### config.mk
export PLATFORM = sky130hd
export DESIGN_NAME = selfcheck_sequencer
export DESIGN_NICKNAME = d
export VERILOG_FILES = /design/src/rtl/selfcheck_pkg.sv /design/src/rtl/selfcheck_compare.sv /design/src/rtl/selfcheck_sequencer.sv
export SDC_FILE = /design/constraint.sdc
export NUM_CORES = 1
export LEC_CHECK = 0
export BUFFER_PORTS_ARGS = -buffer_cell sky130_fd_sc_hd__buf_4
export CORE_MARGIN = 2
export CORE_UTILIZATION = 40
export DETAILED_ROUTE_END_ITERATION = 7
export GPL_ROUTABILITY_DRIVEN = 0
export PLACE_DENSITY = 0.63
export SETUP_SLACK_MARGIN = 0.1
export SLEW_MARGIN = 25
export SYNTH_ARGS = -nofsm -noshare
export SYNTH_HDL_FRONTEND = slang
export SYNTH_HIERARCHICAL = 1
export SYNTH_SLANG_ARGS = --single-unit
### constraint.sdc
create_clock -name clk -period 6.8 [get_ports clk]
set_input_delay 0.68 -clock clk [delete_from_list [all_inputs] [get_ports clk]]
set_output_delay 0.68 -clock clk [all_outputs]
set_load 0.05 [all_outputs]
### src/rtl/selfcheck_pkg.sv
// selfcheck_pkg: shared widths, FSM states and vector record for the self-check sequencer
`ifndef WORD
`define WORD 64
`endif
package selfcheck_pkg;
  localparam int WORD_W = `WORD;
  localparam int DEF_BITS_W = 7;
  localparam int DEF_ADDR_W = 8;
  localparam int DEF_CNT_W = 16;
  localparam int DEF_TIMEOUT = 1024;
  typedef enum logic [2:0] {IDLE, FETCH, LOAD, ISSUE, WAIT_ACK, CHECK, DONE} state_t;
  typedef struct packed {
    logic [WORD_W-1:0] stim;
    logic [WORD_W-1:0] exp;
    logic [DEF_BITS_W-1:0] exp_bits;
  } vec_t;
endpackage

### src/rtl/selfcheck_compare.sv
// selfcheck_compare: scores the DUT response against the captured expectation on the ack cycle
module selfcheck_compare #(
  parameter int WIDTH = 64,
  parameter int BITS_W = 7
) (
  input  logic              clk,
  input  logic              rst_n,
  input  logic              cap_i,
  input  logic              tmo_i,
  input  logic [WIDTH-1:0]  result_i,
  input  logic [WIDTH-1:0]  exp_i,
  input  logic [BITS_W-1:0] bits_i,
  input  logic [BITS_W-1:0] exp_bits_i,
  output logic              pass_o
);
  logic pass_q;
  always_ff @(posedge clk or negedge rst_n) begin
    if (!rst_n) pass_q <= 1'b0;
    else if (cap_i) pass_q <= !tmo_i && result_i == exp_i && bits_i == exp_bits_i;
  end
  assign pass_o = pass_q;
endmodule

### src/rtl/selfcheck_sequencer.sv
// selfcheck_sequencer: walks a vector memory, drives each vector into a DUT over req/ack
// and tallies pass/fail/step results with saturating counters.
module selfcheck_sequencer
  import selfcheck_pkg::*;
#(
  parameter int WIDTH = WORD_W,
  parameter int BITS_W = DEF_BITS_W,
  parameter int ADDR_W = DEF_ADDR_W,
  parameter int CNT_W = DEF_CNT_W,
  parameter int TIMEOUT = DEF_TIMEOUT
) (
  input  logic              clk,
  input  logic              rst_n,
  input  logic              start,
  input  logic [ADDR_W:0]   num_vectors,
  output logic [ADDR_W-1:0] vec_addr,
  output logic              vec_rd,
  input  logic [WIDTH-1:0]  vec_stim,
  input  logic [WIDTH-1:0]  vec_exp,
  input  logic [BITS_W-1:0] vec_exp_bits,
  output logic              dut_req,
  output logic [WIDTH-1:0]  dut_operand,
  input  logic              dut_ack,
  input  logic [WIDTH-1:0]  dut_result,
  input  logic [BITS_W-1:0] dut_result_bits,
  output logic              busy,
  output logic              done,
  output logic [CNT_W-1:0]  pass_count,
  output logic [CNT_W-1:0]  fail_count,
  output logic [CNT_W-1:0]  step,
  output logic [ADDR_W-1:0] first_fail
);
  localparam int TW = $clog2(TIMEOUT + 1);
  state_t state_q;
  vec_t vec_q;
  logic [ADDR_W:0] num_q, idx_q;
  logic [TW-1:0] tmo_q;
  logic [CNT_W-1:0] pass_q, fail_q, step_q;
  logic [ADDR_W-1:0] first_fail_q;
  logic vec_rd_q, dut_req_q, busy_q, done_q;
  logic tmo, cap, pass, last;
  // an ack on the final allowed cycle still wins over the timeout
  assign tmo = !dut_ack && tmo_q == TW'(TIMEOUT - 1);
  assign cap = (state_q == ISSUE || state_q == WAIT_ACK) && (dut_ack || tmo);
  assign last = idx_q + 1'b1 == num_q;
  selfcheck_compare #(.WIDTH(WIDTH), .BITS_W(BITS_W)) u_cmp (
    .clk(clk), .rst_n(rst_n), .cap_i(cap), .tmo_i(tmo),
    .result_i(dut_result), .exp_i(vec_q.exp),
    .bits_i(dut_result_bits), .exp_bits_i(vec_q.exp_bits),
    .pass_o(pass)
  );
  always_ff @(posedge clk or negedge rst_n) begin
    if (!rst_n) begin
      state_q <= IDLE;
      vec_q <= '0;
      num_q <= '0;
      idx_q <= '0;
      tmo_q <= '0;
      pass_q <= '0;
      fail_q <= '0;
      step_q <= '0;
      first_fail_q <= '0;
      vec_rd_q <= 1'b0;
      dut_req_q <= 1'b0;
      busy_q <= 1'b0;
      done_q <= 1'b0;
    end else begin
      vec_rd_q <= 1'b0;
      case (state_q)
        IDLE, DONE: if (start) begin
          num_q <= num_vectors;
          idx_q <= '0;
          pass_q <= '0;
          fail_q <= '0;
          step_q <= '0;
          first_fail_q <= '0;
          state_q <= num_vectors == '0 ? DONE : FETCH;
          vec_rd_q <= num_vectors != '0;
          busy_q <= num_vectors != '0;
          done_q <= num_vectors == '0;
        end
        FETCH: state_q <= LOAD;
        LOAD: begin
          vec_q <= '{stim: vec_stim, exp: vec_exp, exp_bits: vec_exp_bits};
          tmo_q <= '0;
          dut_req_q <= 1'b1;
          state_q <= ISSUE;
        end
        ISSUE, WAIT_ACK: begin
          tmo_q <= tmo_q + 1'b1;
          dut_req_q <= !cap;
          state_q <= cap ? CHECK : WAIT_ACK;
        end
        CHECK: begin
          pass_q <= pass_q + CNT_W'(pass && ~&pass_q);
          fail_q <= fail_q + CNT_W'(!pass && ~&fail_q);
          step_q <= step_q + CNT_W'(~&step_q);
          if (!pass && fail_q == '0) first_fail_q <= idx_q[ADDR_W-1:0];
          idx_q <= idx_q + 1'b1;
          state_q <= last ? DONE : FETCH;
          vec_rd_q <= !last;
          busy_q <= !last;
          done_q <= last;
        end
        default: state_q <= IDLE;
      endcase
    end
  end
  assign vec_addr = idx_q[ADDR_W-1:0];
  assign vec_rd = vec_rd_q;
  assign dut_req = dut_req_q;
  assign dut_operand = vec_q.stim;
  assign busy = busy_q;
  assign done = done_q;
  assign pass_count = pass_q;
  assign fail_count = fail_q;
  assign step = step_q;
  assign first_fail = first_fail_q;
endmodule
==> results by group <==
Synth
  – Post-synthesis xor/xnor area fraction: 0.05053
  – Adder-cell share of the synthesized area: 0.009709
  – Post-Synthesis Cells: 1,300
  – Post-synthesis compound-gate area fraction: 0.08992
  – Most frequent cells after synthesis: nand2_1 (510), dfrtp_1 (228), buf_4 (72), o21ai_0 (52), clkbuf_1 (42)
  – Ranking of synthesized cells by area: dfrtp_1 (50%), nand2_1 (17%), buf_4 (4.8%)
  – Top-count cell post-synth: nand2_1
  – Yosys cell types: 64
  – Post-synthesis simple-gate area fraction: 0.2581
  – Register area share after synthesis: 0.5031
  – Syn. warnings: 6
  – Synth Register Bits: 228
  – Area leader, netlist: dfrtp_1
  – Synth top area share: 0.5031
  – Post-synth ARST share: 1.000
  – Netlist Area Pre-Place: between 10,000 and 15,000 µm²
  – Main synth FF type: dfrtp_1
  – Largest family of logic cells by synthesized area: simple AND/OR/NAND/NOR gates
  – Synth Area per Inst: 8.724 µm²
  – Post-synth EDFFs: 0
  – Syn nets: 1,527
  – Mux share of post-synthesis cell area: 0.008936

Global route
  – Total gr overflow: 0
  – Met2 Use GR: 0.3558
  – Grt met3 use: 0.08743
  – Initial antenna violation count: 4
  – Total GRT Usage: 0.2217
  – GRT met1 Usage: 0.2782
  – Layer with the highest usage: met2
  – Number of global-route vias before repair: 9,526
  – Largest net degree at the start of global routing: around 150
  – First-pass GRT wire length: 51.58 mm

Worst hold path
  – Hold Crit Class: input pin to async pin

Setup path
  – Startpoint types: register
  – Critical path data arrival time: 3.07 ns
  – R2R cell count: 7
  – CP Class: register to register
  – CP Data Required Time: 7.22 ns
  – CP Max Fanout: 16
  – CP endpoint kind: register

Drt
  – DRT iter0 DRCs: 649
  – WL final: roughly 34 mm
  – Post-route ant nets: 0
  – Routed len/inst: 17.17 µm
  – DRC: 0
  – DR vias/cell: 4.950
  – Vias: 9,693
  – TritonRoute pass-1 iters: 5

Power
  – Power Dens Cells: 424.7 nW/µm²
  – Sequential share of power: 0.353
  – Gate power share: 0.421
  – Leakage: 7.457 nW
  – Worst vdd ir: about 0.28 mV
  – Clock power share: 0.226
  – Net switching power figure: 2.670 mW
  – Internal: 3.540 mW
  – Switching Share: 0.4300

CTS
  – Clock Latency Late Sink: 0.53 ns
  – Clock sink count: 228
  – H-tree Lvls: 1
  – Root Buffer: clkbuf_16
  – Clock Tree Buf Depth: 3
  – Setup Buffers After CTS: 0
  – Hold buffer count at CTS: 0
  – Total CTS buffers: 27
  – Cts repair resizes: 0
  – CTS tree: built
  – CTS clk-pin slew, worst paths: 0.06 ns

Floorplan
  – Placeable core area: roughly 28,000 µm²
  – Initial core utilization: 0.4071
  – Num ports: 351
  – DIE HEIGHT: 172.4 µm
  – Die area: 29,710 µm²
  – Row cnt: 61
  – Die W: 172.4 µm

Final layout
  – Fill cell count: roughly 2,600
  – Area Growth Syn to Fin: 28.94%
  – Layout cell share with drive strength beyond 1: 0.2635
  – Total Nets Final: around 1,800

STA
  – Tcrit/Tclk final: 0.3888
  – Final Skew: 0.01474 ns
  – Maximum clock rate: 0.3783 GHz
  – Final TNS setup: 0 ns
  – Crit path time final: 2.644 ns
  – Setup violators final: 0
  – Pins Over Slew Limit: 0
  – Tightest Pin Transition: around 0.9 ns
  – Final Hold Fails: 0
  – Slew HR: 0.3907
  – Hold_ws: 0.1355 ns
  – Unrepaired setup endpoints after global routing: false

Flow run
  – Max_cap viols: 0

Outcome
  – Status: finished clean

Placed design
  – Port-buffer cells: 350
  – Dpl hpwl: about 24 mm
## per-layer routing
layer / wire length [µm] / part of all wire / up-vias
met4: 849 / 0.025 / 6
li1: - / - / 4760
met3: 3219 / 0.096 / 55
met1: 13720 / 0.41 / 4593
met5: 46 / 0.0014 / -
met2: 15790 / 0.47 / 279
## area by class of cell
class / instances / area, µm² / area share
inverters: 29 / 108.9 / 0.007444
repair buffers: 359 / 2715 / 0.1857
well taps: 378 / 473.0 / 0.03234
clock inverters: 10 / 102.6 / 0.007016
multi-input cells: 916 / 4762 / 0.3257
diodes: 1 / 2.502 / 0.0001711
flip-flops and latches: 228 / 5705 / 0.3902
clock buffers: 37 / 753.2 / 0.05151
## state kept, by name (all words and copies together), names as in the netlist
signal,cells
dut_req,1
busy,1
dut_operand,64
fail_count,16
vec_rd,1
idx_q,9
vec_q,71
step,16
tmo_q,11
state_q,3
pass_count,16
num_q,9
done,1
u_cmp/pass_o,1
first_fail,8
## power groups by stage
stage | logic [mW] | registers, mW | clock network [mW]
2_1_floorplan | 2.10 | 2.16 | 0
3_3_place_gp | 2.59 | 2.19 | 0
3_5_place_dp | 2.64 | 2.20 | 0
4_1_cts | 2.64 | 2.19 | 1.44
5_1_grt | 2.87 | 2.25 | 1.50
6_report | 2.61 | 2.19 | 1.41
## final timing paths
kind,startpoint,end,slack [ns]
setup / recovery,state_q[1],u_cmp/pass_o,4.16
hold / removal,rst_n,first_fail[4],0.14
setup reg to reg,state_q[1],u_cmp/pass_o,4.16
hold reg to reg,dut_operand[18],dut_operand[18],0.47
max in group asynchronous,rst_n,vec_q[49],5.41
min in group clk,vec_stim[31],dut_operand[31],0.34
## placed cells by master, fill, tap and decap left out, drive strengths merged, types with 10 or more instances in the layout
cell type	n
a21oi	17
clkbuf	37
o31ai	17
o22ai	10
inv	28
nand4	26
buf	359
nand2	510
nand3	32
xor2	22
dfrtp	228
and3	15
xnor2	38
o211ai	13
nor2	27
nor2b	20
o21ai	56
nor4	15
## kinds of logic after synthesis
family                   after synthesis
XOR/XNOR                              62
multiplexers                          10
AND/OR/NAND/NOR                      682
flip-flops                           228
buffers and inverters                156
AO/OA/AOI/OAI                        153
adder cells (fa/ha/maj)                9
## worst max-delay path: stages, from the launching register on
cell and delay [ns]:
dfrtp_1 0.50, nand2b_1 0.28, o21ai_4 0.39, o21a_1 0.29
nand4b_1 0.16, a2111oi_0 0.48, nand4_1 0.15, o31ai_1 0.28
## per-stage QoR
stage                       util  power, mW  worst slack (ns)  instances  cell area [µm²]
final                     0.5249      6.210             4.156       1958            14620
after global routing      0.5249      6.627             3.923       1958            14620
after CTS                 0.5246      6.267             4.109       1957            14610
after detailed placement  0.4939      4.834             4.140       1910            13760
after global placement    0.4939      4.782             4.218       1910            13760
after floorplan                -      4.260             4.327       1300            11340
(Power assumes the default switching activity.)
